`src/rtl/packet_arbiter_pkg.sv`:
```
// Shared configuration, types and the round-robin search used by the packet arbiter.
package packet_arbiter_pkg;

  localparam int unsigned P_NBITS    = 32;
  localparam int unsigned P_NOUTPUTS = 8;
  localparam int unsigned TW         = $clog2(P_NOUTPUTS);
  localparam int unsigned PW         = P_NBITS - TW;

  typedef logic [P_NOUTPUTS-1:0] req_t;
  typedef logic [TW-1:0]         idx_t;
  typedef logic [PW-1:0]         payload_t;

  typedef struct packed {
    idx_t     tag;
    payload_t payload;
  } packet_t;

  typedef struct packed {
    logic hit;
    idx_t idx;
  } pick_t;

  // First set request at or after ptr, wrapping; descending loop lets the closest hit win.
  function automatic pick_t rr_pick(input req_t req, input idx_t ptr);
    pick_t pick;
    idx_t  idx;
    pick = '0;
    for (int k = int'(P_NOUTPUTS) - 1; k >= 0; k--) begin
      idx = ptr + idx_t'(k);
      if (req[idx]) begin
        pick.hit = 1'b1;
        pick.idx = idx;
      end
    end
    return pick;
  endfunction

endpackage

```
`src/rtl/packet_arbiter_if.sv`:
```
// Input streams and tagged output stream of the packet arbiter.
interface packet_arbiter_if
  import packet_arbiter_pkg::*;
#(
  parameter int unsigned p_nbits    = P_NBITS,
  parameter int unsigned p_noutputs = P_NOUTPUTS
);
  localparam int unsigned LTW = $clog2(p_noutputs);
  localparam int unsigned LPW = p_nbits - LTW;

  logic [p_noutputs-1:0] valid;
  logic [p_noutputs-1:0] ready_out;
  logic [LPW-1:0]        message_in [p_noutputs];
  logic                  valid_out;
  logic                  ready;
  logic [p_nbits-1:0]    message_out;

  modport master (
    output valid, message_in, ready,
    input  ready_out, valid_out, message_out
  );

  modport slave (
    input  valid, message_in, ready,
    output ready_out, valid_out, message_out
  );
endinterface

```
`src/rtl/packet_arbiter_rr.sv`:
```
// Round-robin arbiter: one-hot grant from a request vector, pointer advances past each grant.
module rr_arbiter_vrtl
  import packet_arbiter_pkg::*;
(
  input  logic clk,
  input  logic reset,
  input  req_t req,
  input  logic en,
  output req_t gnt_c,
  output idx_t gnt_idx_c,
  output logic gnt_vld_c
);

  idx_t  ptr_q, ptr_d;
  pick_t pick_c;

  always_comb begin
    pick_c    = rr_pick(req, ptr_q);
    gnt_vld_c = en & pick_c.hit;
    gnt_idx_c = pick_c.idx;
    gnt_c     = '0;
    ptr_d     = ptr_q;
    if (gnt_vld_c) begin
      gnt_c = req_t'(1) << pick_c.idx;
      ptr_d = pick_c.idx + idx_t'(1);
    end
  end

  always_ff @(posedge clk or negedge reset) begin
    if (!reset) ptr_q <= '0;
    else        ptr_q <= ptr_d;
  end

endmodule

```
`src/rtl/packet_arbiter.sv`:
```
// N-to-1 merge of payload streams into one tagged, registered packet stream.
module packet_arbiter
  import packet_arbiter_pkg::*;
#(
  parameter int unsigned p_nbits    = P_NBITS,
  parameter int unsigned p_noutputs = P_NOUTPUTS
) (
  input logic             clk,
  input logic             reset,
  packet_arbiter_if.slave bus
);

  logic               free_c;
  logic               gnt_vld_c;
  req_t               gnt_c;
  idx_t               gnt_idx_c;
  payload_t           payload_c;
  packet_t            pkt_c;
  logic               valid_out_q, valid_out_d;
  logic [p_nbits-1:0] message_out_q, message_out_d;

  // Output register can take a new packet when empty or draining this cycle.
  assign free_c = ~valid_out_q | bus.ready;

  rr_arbiter_vrtl u_rr (
    .clk       (clk),
    .reset     (reset),
    .req       (bus.valid),
    .en        (free_c & reset),
    .gnt_c     (gnt_c),
    .gnt_idx_c (gnt_idx_c),
    .gnt_vld_c (gnt_vld_c)
  );

  assign payload_c = bus.message_in[gnt_idx_c];
  assign pkt_c     = '{tag: gnt_idx_c, payload: payload_c};

  always_comb begin
    valid_out_d   = valid_out_q;
    message_out_d = message_out_q;
    if (free_c) begin
      valid_out_d = gnt_vld_c;
      if (gnt_vld_c) message_out_d = p_nbits'(pkt_c);
    end
  end

  always_ff @(posedge clk or negedge reset) begin
    if (!reset) begin
      valid_out_q   <= 1'b0;
      message_out_q <= '0;
    end else begin
      valid_out_q   <= valid_out_d;
      message_out_q <= message_out_d;
    end
  end

  assign bus.ready_out   = gnt_c;
  assign bus.valid_out   = valid_out_q;
  assign bus.message_out = message_out_q;

endmodule

```
`src/flat_wrapper.sv`:
```
// flat-port wrapper written by rule: the top's interface ports become plain ports
module packet_arbiter_flat import packet_arbiter_pkg::*;
#(
  parameter int unsigned p_nbits    = P_NBITS,
  parameter int unsigned p_noutputs = P_NOUTPUTS
)
  (clk, reset, bus_valid, bus_message_in, bus_ready, bus_ready_out, bus_valid_out, bus_message_out);
  packet_arbiter_if #(.p_nbits(p_nbits), .p_noutputs(p_noutputs)) bus_i ();
  input logic clk;
  input logic reset;
  input wire logic [$bits(bus_i.valid)-1:0] bus_valid;
  input wire logic [$bits(bus_i.message_in)-1:0] bus_message_in;
  input wire logic [$bits(bus_i.ready)-1:0] bus_ready;
  output wire logic [$bits(bus_i.ready_out)-1:0] bus_ready_out;
  output wire logic [$bits(bus_i.valid_out)-1:0] bus_valid_out;
  output wire logic [$bits(bus_i.message_out)-1:0] bus_message_out;
  assign bus_i.valid = bus_valid;
  assign bus_i.message_in = {>>{bus_message_in}};
  assign bus_i.ready = bus_ready;
  assign bus_ready_out = bus_i.ready_out;
  assign bus_valid_out = bus_i.valid_out;
  assign bus_message_out = bus_i.message_out;
  packet_arbiter #(.p_nbits(p_nbits), .p_noutputs(p_noutputs)) u_core (.clk(clk), .reset(reset), .bus(bus_i));
endmodule
```
`config.mk`:
```
export PLATFORM = sky130hd
export DESIGN_NAME = packet_arbiter_flat
export DESIGN_NICKNAME = d
export VERILOG_FILES = /design/src/rtl/packet_arbiter_pkg.sv /design/src/rtl/packet_arbiter_if.sv /design/src/rtl/packet_arbiter_rr.sv /design/src/rtl/packet_arbiter.sv /design/src/flat_wrapper.sv
export SDC_FILE = /design/constraint.sdc
export NUM_CORES = 1
export LEC_CHECK = 0
export BUFFER_PORTS_ARGS = -buffer_cell sky130_fd_sc_hd__buf_2
export CAP_MARGIN = 25
export CELL_PAD_IN_SITES_DETAIL_PLACEMENT = 0
export CELL_PAD_IN_SITES_GLOBAL_PLACEMENT = 1
export CORE_MARGIN = 4
export CORE_UTILIZATION = 25
export CTS_CLUSTER_DIAMETER = 40
export DETAILED_ROUTE_END_ITERATION = 7
export HOLD_SLACK_MARGIN = 0.08
export MAX_ROUTING_LAYER = met4
export PLACE_DENSITY = 0.67
export SLEW_MARGIN = 20
export SYNTH_ARGS = -nofsm -noshare
export SYNTH_HDL_FRONTEND = slang
export SYNTH_SLANG_ARGS = --single-unit
```
`constraint.sdc`:
```
create_clock -name clk -period 10.25 [get_ports clk]
set_input_delay 0.5125 -clock clk [delete_from_list [all_inputs] [get_ports clk]]
set_output_delay 0.5125 -clock clk [all_outputs]
set_load 0.03 [all_outputs]
```
==> impl_metrics.tcl, run 1 <==
set metrics [dict create \
    slowest_delay_ns 0.77 \
    nFillCells 2477 \
    start_kind "flop" \
    clk_latency_ns 0.29 \
    io_pins 284 \
    cts-buffers-inserted 5 \
    synth_edf_count 0 \
    htreeDepth 2 \
    crit_chain "buf_4 -> clkinv_1 -> ha_1 -> mux4_2 -> a311o_1 -> o21ai_2 -> a21oi_4 -> o21ai_4 -> buf_4 -> nor2_1 -> ha_1 -> and2_1 -> buf_2" \
    drv_cap 0 \
    final_hold_viol_count 0 \
    antenna_found_initial 3 \
    fmax_mhz 160 \
    crit_required_ns 9.74 \
    yosysMostFrequentCell "mux2i_1" \
    hold_buffers 0 \
    avgSynthCellArea_um2 8.63 \
    dp_cells 1202 \
    vias 7131 \
    drive_gt1_share_pct 38.6 \
    routed_wl_mm 25.6 \
    rsz0062_at_grt "no" \
    critPathKind "flop to output port" \
    ys_types 54 \
    grt_max_degree 84 \
    synthTopCellsByArea "mux2i_1 17%, dfrtp_1 15%, a221oi_1 13%, mux4_2 4.6%, a32oi_1 4.3%" \
    start_util_pct 25.7 \
    seq_area_frac_synth_pct 15.3 \
    placement.io_buffers 283 \
    critPathTopFamily "buffers and inverters" \
    path_max_fanout 74 \
    met1Wirelength_mm 10.8 \
    finalCritPeriodShare_pct 60.9 \
    syn-num-nets 930 \
    cp.arrival_ns 5.73 \
    dr.max_layer_used "met4" \
    power_density_mw_per_mm2 474 \
    setup_violations 0 \
    viasPerCell 5.87 \
    leakagePower_nw 3.32 \
    drc 0 \
    core_area_mm2 0.0229 \
    ys_async_sr_fraction_pct 100 \
    ant_nets 0 \
    fp.dieH_um 162 \
    grt.overflow.total 0 \
    grt_pass1_wl_mm 39.0 \
    place_hpwl_mm 17.8 \
    drt-initial-drc-count 433 \
    fin_crit_ns 6.24 \
    netlist.top_cell.by_area "mux2i_1" \
    drv_slew 0 \
    ys_warn_count 0 \
    fin_nets 1143 \
    clkTransAtPathRegs_ns 0.06 \
    cts_max_path_buffers 2 \
    slew-limit-headroom_pct 30.5 \
    cp-end-kind "output port" \
    die_area_mm2 0.0261 \
    tightest_slew_ns 1.04 \
    min_path_type "input pin to asynchronous set/reset pin" \
    fin_cells 1214 \
    setup_tns_ns 0 \
    groute.usage.overall_pct 18.9 \
    synth_top_area_share_pct 17.0 \
    wl_met3_mm 1.59 \
    cts_setup_buffers 0 \
    syn_area_mm2 0.00590 \
    ys_top_cells_by_count "100 x mux2i_1, 88 x a221oi_1, 57 x clkbuf_1" \
    dr.pass1.iters 5 \
    slowest_stage "buf_4" \
    vdd_drop_max_mv 0.370 \
    grt_pass1_vias 7034 \
    ys_seq_elements 36 \
    rows 55 \
    place_congestion 0.865 \
    cts_tree "done" \
    status "complete, no violations" \
    die_w_um 162 \
    wire_per_inst_um 21.1 \
    cts_sinks 36 \
    ctsResizeCount 0 \
    wl_met2_mm 12.7 \
    cts-root-buf "clkbuf_16" \
    cp_num_buf_inv 4 \
    syn_inst 684 \
    clock_skew_ns 0.00628 \
    ys.flop_type "dfrtp_1" \
    synthToLayoutAreaGrowth_pct 29.7 \
]
==> state kept, by name (all words and copies together) (netlist names) <==
| signal | count |
|---|---|
| u_core.bus.message_out | 32 |
| u_core.u_rr.ptr_q | 3 |
| u_core.bus.valid_out | 1 |
==> routing by layer <==
layer	GRT usage (%)	vias to the layer above
met5	-	-
met4	5.11	0
met3	2.60	33
met2	32.0	303
met1	23.6	3452
li1	-	3343
==> layout make-up <==
type | instances | area [um2] | share of cell area [%]
well taps | 313 | 392 | 5.12
multi-input cells | 551 | 4640 | 60.7
inverters | 6 | 22.5 | 0.294
diodes | 3 | 7.51 | 0.0981
clock buffers | 8 | 146 | 1.91
repair buffers | 297 | 1530 | 20.0
flip-flops and latches | 36 | 905 | 11.8
==> per-stage QoR <==
| stage | hold slack [ns] | utilization [%] | cell area, um2 | power, W | worst slack, ns |
|---|---|---|---|---|---|
| 5_1_grt | 0.366 | 33.4 | 7650 | 0.00393 | 3.61 |
| 4_1_cts | 0.328 | 33.3 | 7620 | 0.00364 | 3.88 |
| 3_3_place_gp | 0.460 | 32.6 | 7480 | 0.00345 | 4.25 |
| 6_report | 0.313 | 33.4 | 7650 | 0.00362 | 4.01 |
| 3_5_place_dp | 0.476 | 32.6 | 7480 | 0.00346 | 4.20 |
| 2_1_floorplan | 0.217 | - | 5900 | 0.00269 | 5.41 |
==> worst paths after layout <==
| kind | startpoint | slack (ns) | end | cells past startpoint |
|---|---|---|---|---|
| setup / recovery | u_core.u_rr.ptr_q[0] | 4.01 | bus_ready_out[7] | 13 |
| max in group asynchronous | reset | 9.48 | u_core.u_rr.ptr_q[0] | 2 |
| setup reg to reg | u_core.u_rr.ptr_q[0] | 4.48 | u_core.bus.message_out[16] | 12 |
| hold reg to reg | u_core.bus.message_out[30] | 0.49 | u_core.bus.message_out[30] | 2 |
| hold / removal | reset | 0.31 | u_core.bus.message_out[10] | 2 |
| min in group clk | u_core.bus.message_out[30] | 0.49 | u_core.bus.message_out[30] | 2 |
==> cells by family (layout without fill, tap and decap cells) <==
family,after synthesis,in the layout,synth area share [%]
xor gates and xnor gates,4,4,0.594
buffers and inverters,97,311,7.04
DFF,36,36,15.3
other,0,3,0
AOI/OAI and AO/OA,334,334,42.9
adders and majority gates,3,3,0.636
muxes,147,147,28.2
and+or+nand+nor,63,63,5.34
==> power breakdown <==
part	switching, W	internal [W]
Sequential	0.0000635	0.000220
Clock	0.0000675	0.0000973
Combinational	0.00202	0.00115
Total	0.00216	0.00147
==> cells in the final DEF (no fill, tap or decap), types with 3 or more instances in the layout <==
cell type	Yosys	final
mux2i_1	100	100
nor2b_1	6	5
o221ai_1	29	29
o211ai_1	32	32
mux2_1	19	19
buf_4	4	13
nand3_1	4	3
a21oi_1	33	33
inv_1	5	5
diode_2	0	3
nor2_1	16	13
ha_1	3	3
nor2_4	0	3
mux4_2	12	12
and3_1	5	5
and2_1	6	6
a221oi_1	88	88
o22ai_1	31	31
mux2_2	16	16
clkbuf_16	0	5
a211oi_1	4	4
dfrtp_1	36	35
a22oi_1	30	30
buf_2	23	283
nand2b_1	5	5
o21ai_0	37	37
nand2_1	13	13
a32oi_1	29	29
Note: power is estimated with default switching activity, not from simulation.
==> run 2, diff against run 1 <==
clock period = 6.3 ns   (was 10.25 ns; I/O delays follow)
==> run 2 against run 1 <==
Effect of this change:
- global-route usage grew 0.36 points
- critical endpoint is now bus_ready_out[3]
- setup slack lost 2.8 ns
- clock power grew 70%
- first-iteration DRC count grew 43%
- critical path type unchanged
- utilization grew 0.35 points
- cell count grew 0.16%
- sequential cell count is the same
==> impl_metrics.tcl, run 2 (synthesis results as in run 1) <==
set metrics [dict create \
    reg2reg_to "u_core.bus.message_out[27]" \
    grt_pass1_wl_mm 39.5 \
    clkPwrFrac_pct 4.6 \
    drv_cap 0 \
    fin_cells 1216 \
    power_frac_seq_pct 7.4 \
    fin_crit_ns 5.10 \
    drc 0 \
    vdd_drop_max_mv 0.514 \
    p_switching_w 0.00358 \
    path_max_fanout 21 \
    slowest_delay_ns 0.78 \
    fp.dieH_um 162 \
    seqCellArea_um2 905 \
    cts_max_path_buffers 2 \
    place_area_mm2 0.00756 \
    vias 7223 \
    routed_wl_mm 26.4 \
    utilization_pct 33.7 \
    slowest_stage "ha_1" \
    ant_nets 0 \
    cts_sinks 36 \
    core_area_mm2 0.0229 \
    cts-buffers-inserted 5 \
    fmax_mhz 196 \
    hold_buffers 0 \
    wire_per_inst_um 21.7 \
    status "complete, no violations" \
    ctsResizeCount 0 \
    groute.usage.overall_pct 19.2 \
    pwr-share-comb_pct 88.0 \
    rows 55 \
    crit_top_cell "nand2_1" \
    power.internal_w 0.00251 \
    place_hpwl_mm 18.0 \
    grt_max_degree 166 \
    synthToLayoutAreaGrowth_pct 31.0 \
    rsz0062_at_grt "no" \
    drt-initial-drc-count 620 \
    leakagePower_nw 3.36 \
    final_hold_viol_count 0 \
    final_common_cell "buf_2" \
    place_congestion 0.908 \
    cts_tree "done" \
    slew-limit-headroom_pct 32.7 \
    crit_chain "inv_1 -> ha_1 -> mux4_2 -> a221o_1 -> nand2_1 -> nor2b_1 -> o41a_1 -> nor2_4 -> buf_4 -> nand2_1 -> nor2_1 -> buf_2" \
    cp.arrival_ns 4.79 \
    cts_setup_buffers 0 \
    min_path_type "input pin to asynchronous set/reset pin" \
    sw_frac_of_total_pct 58.7 \
    viasPerCell 5.94 \
    tightest_slew_ns 1.01 \
    start_util_pct 25.7 \
    dp_cells 1205 \
    io_pins 284 \
    clock_skew_ns 0.0123 \
    most-common-layout-cells "283 x buf_2, 100 x mux2i_1, 88 x a221oi_1" \
    finalCritPeriodShare_pct 81.0 \
    crit_required_ns 5.98 \
    grt.overflow.total 0 \
    critPathKind "flop to output port" \
    dr.pass1.iters 5 \
    final_cell_area_mm2 0.00773 \
    setup_tns_ns 0 \
    start_kind "flop" \
    cp-end-kind "output port" \
    drive_gt1_share_pct 39.1 \
    grt_pass1_vias 7030 \
    die_w_um 162 \
    antenna_found_initial 2 \
    cts-root-buf "clkbuf_16" \
    placement.io_buffers 283 \
    clk_latency_ns 0.30 \
    critPathTopFamily "buffers and inverters" \
    power_density_mw_per_mm2 788 \
    die_area_mm2 0.0261 \
    cp_num_buf_inv 3 \
    fin_nets 1146 \
    r2r_cells 11 \
    nFillCells 2488 \
    multi_input_area_mm2 0.00464 \
    reg2reg_slack_ns 1.38 \
    rr_startpoint "u_core.u_rr.ptr_q[1]" \
    clkTransAtPathRegs_ns 0.07 \
    drv_slew 0 \
    htreeDepth 2 \
    largest_register_ffs 32 \
    setup_violations 0 \
]
run 2: cell types whose count changed in the layout (fill, tap and decap cells not counted), sizes merged:
| cell | before | now |
|---|---|---|
| buf | 297 | 300 |
| clkinv | 1 | 3 |
| diode | 3 | 2 |
| clkbuf | 8 | 6 |
run 2: through the flow:
step / total power, W / hold slack (ns) / worst slack, ns
2_1_floorplan: 0.00437 / 0.0194 / 1.66
3_3_place_gp: 0.00579 / 0.460 / 1.42
3_5_place_dp: 0.00580 / 0.468 / 1.32
4_1_cts: 0.00610 / 0.137 / 0.975
5_1_grt: 0.00656 / 0.165 / 0.897
6_report: 0.00609 / 0.113 / 1.20
run 2: cell type report:
class	instances	share of cell area, %
Tap cell	313	5.07
Multi-Input combinational cell	551	60.1
Clock inverter	2	0.129
Timing Repair Buffer	300	20.9
Sequential cell	36	11.7
Clock buffer	6	1.80
Inverter	6	0.291
Antenna cell	2	0.0647
run 2: routing by layer:
| metal | GRT usage [%] | share of wire [%] | vias up |
|---|---|---|---|
| met5 | - | 0 | - |
| met4 | 6.42 | 2.7 | 0 |
| met1 | 24.9 | 42 | 3515 |
| met3 | 2.55 | 6.6 | 44 |
| met2 | 31.1 | 49 | 320 |
| li1 | - | - | 3344 |
run 2: how the worst max path moves through the flow:
stage                            end  slack [ns]            startpoint  cells past startpoint
floorplan           bus_ready_out[1]        1.66  u_core.u_rr.ptr_q[0]                     16
global placement    bus_ready_out[4]        1.42  u_core.u_rr.ptr_q[1]                     10
detailed placement  bus_ready_out[4]        1.32  u_core.u_rr.ptr_q[1]                     10
CTS                 bus_ready_out[4]        0.97  u_core.u_rr.ptr_q[1]                     10
global route        bus_ready_out[3]        0.90  u_core.u_rr.ptr_q[1]                     12
finish              bus_ready_out[3]        1.20  u_core.u_rr.ptr_q[1]                     12
run 2: power groups by stage:
stage               clock network (W)  logic, W  registers [W]
CTS                          0.000289   0.00536       0.000449
floorplan                           0   0.00376       0.000612
global placement                    0   0.00534       0.000450
finish                       0.000280   0.00536       0.000450
global route                 0.000296   0.00579       0.000467
detailed placement                  0   0.00535       0.000452
==> run 3, diff against run 2 <==
clock period = 5 ns   (was 6.3 ns; I/O delays follow)
==> run 3 against run 2 <==
Effect of this change:
- hold slack better by 0.16 ns
- critical path depth decreased by 1
- design area grew 0.42%
- total power grew 25%
- sequential cell count is the same
- first-iteration DRC count decreased by 6.8%
- largest power group unchanged
- highest routed layer unchanged
==> impl_metrics.tcl, run 3 (synthesis results as in run 1) <==
set metrics [dict create \
    status "complete, no violations" \
    fin_crit_ns 4.37 \
    leakagePower_nw 3.39 \
    groute.usage.overall_pct 19.1 \
    nFillCells 2440 \
    viasPerCell 5.88 \
    vdd_drop_max_mv 0.760 \
    setup_violations 0 \
    ant_nets 0 \
    cts-buffers-inserted 5 \
    tightest_slew_ns 0.981 \
    min_path_type "input pin to flop" \
    cp-end-kind "output port" \
    finalCritPeriodShare_pct 87.4 \
    placement.io_buffers 283 \
    ctsResizeCount 0 \
    cts_sinks 36 \
    crit_required_ns 4.75 \
    grt_max_degree 77 \
    slew-limit-headroom_pct 34.6 \
    start_kind "flop" \
    drive_gt1_share_pct 39.5 \
    critPathKind "flop to output port" \
    vias 7209 \
    clk_latency_ns 0.29 \
    place_hpwl_mm 18.5 \
    largest_register_ffs 32 \
    drv_slew 0 \
    grt.overflow.total 0 \
    die_w_um 162 \
    most-common-layout-cells "283 x buf_2, 100 x mux2i_1, 88 x a221oi_1" \
    grt_pass1_vias 6932 \
    wire_per_inst_um 21.3 \
    clock_skew_ns 0.00514 \
    path_max_fanout 16 \
    rsz0062_at_grt "no" \
    rows 55 \
    drt-initial-drc-count 578 \
    cts-root-buf "clkbuf_16" \
    dr.pass1.iters 4 \
    slowest_delay_ns 0.46 \
    crit_chain "ha_1 -> buf_4 -> mux2_2 -> o22ai_1 -> o21ai_0 -> and2_1 -> or3_1 -> and3_1 -> and2_1 -> and3_1 -> buf_2" \
    cp.arrival_ns 4.12 \
    routed_wl_mm 26.1 \
    power_density_mw_per_mm2 978 \
    final_common_cell "buf_2" \
    drc 0 \
    place_congestion 0.862 \
    fin_nets 1154 \
    io_pins 284 \
    setup_tns_ns 0 \
    grt_pass1_wl_mm 39.3 \
    fmax_mhz 229 \
    clkTransAtPathRegs_ns 0.07 \
    cts_tree "done" \
    antenna_found_initial 3 \
    utilization_pct 33.9 \
    die_area_mm2 0.0261 \
    drv_cap 0 \
    fp.dieH_um 162 \
    final_hold_viol_count 0 \
    start_util_pct 25.7 \
    htreeDepth 2 \
    slowest_stage "and2_1" \
    cts_max_path_buffers 2 \
    core_area_mm2 0.0229 \
    synthToLayoutAreaGrowth_pct 31.6 \
]
-- run 3: cell count changes in the layout (fill, tap and decap cells not counted), sizes merged --
cell         change
buf              +7
diode            +1
dlygate4sd3      +1
-- run 3: per-layer routing --
metal / GRT usage (%) / wire length [um] / vias to the layer above
met5: - / 0 / -
met4: 4.61 / 461 / 0
met3: 3.19 / 1760 / 28
met2: 32.7 / 13200 / 298
met1: 23.6 / 10700 / 3516
li1: - / - / 3367
-- run 3: through the flow --
step | cells | total power [W] | hold WS (ns) | area, um2 | setup slack [ns]
6_report | 1225 | 0.00759 | 0.269 | 7760 | 0.631
5_1_grt | 1225 | 0.00822 | 0.278 | 7760 | 0.346
4_1_cts | 1222 | 0.00761 | 0.265 | 7760 | 0.669
3_5_place_dp | 1213 | 0.00725 | 0.382 | 7600 | 0.959
3_3_place_gp | 1213 | 0.00724 | 0.380 | 7600 | 1.02
2_1_floorplan | 684 | 0.00551 | -0.0456 | 5900 | 0.420
-- run 3: worst max-delay path: cells and delay by family, from the launching register on --
family	cells	cell delay, ns
simple gates	5	1.65
compound gates	2	0.57
flops	1	0.45
fa+ha+maj	1	0.44
buf+inv	2	0.39
mux	1	0.33
-- run 3: layout make-up --
type	count	area, um2	area share (%)
diodes	3	7.51	0.0967
well taps	313	392	5.04
multi-input cells	551	4640	59.8
inverters	6	22.5	0.290
clock inverters	2	10.0	0.129
repair buffers	308	1640	21.2
flip-flops and latches	36	905	11.7
clock buffers	6	139	1.79
-- run 3: worst paths after layout --
path                                                  from                    endpoint  slack [ns]  depth (start not counted)
max in group asynchronous                            reset        u_core.u_rr.ptr_q[0]        3.95                          3
min in group asynchronous                            reset   u_core.bus.message_out[5]        0.59                          3
worst max-delay path                  u_core.u_rr.ptr_q[1]            bus_ready_out[6]        0.63                         11
worst min-delay path                   bus_message_in[121]   u_core.bus.message_out[5]        0.27                          3
worst min register to register  u_core.bus.message_out[31]  u_core.bus.message_out[31]        0.47                          1
worst max register to register        u_core.u_rr.ptr_q[1]   u_core.bus.message_out[7]        0.93                         12
-- run 3: power by group --
group,total [W],switching [W],internal [W]
Combinational,0.00670,0.00420,0.00250
Clock,0.000342,0.000145,0.000197
Sequential,0.000546,0.0000953,0.000450
Total,0.00759,0.00444,0.00315
-- run 3: repair_timing --
| item | 4_1_cts | 5_1_grt |
|---|---|---|
| setup buffers | 0 | 0 |
| hold buffers | 1 | 0 |
| hold endpoints to repair | 36 | 0 |
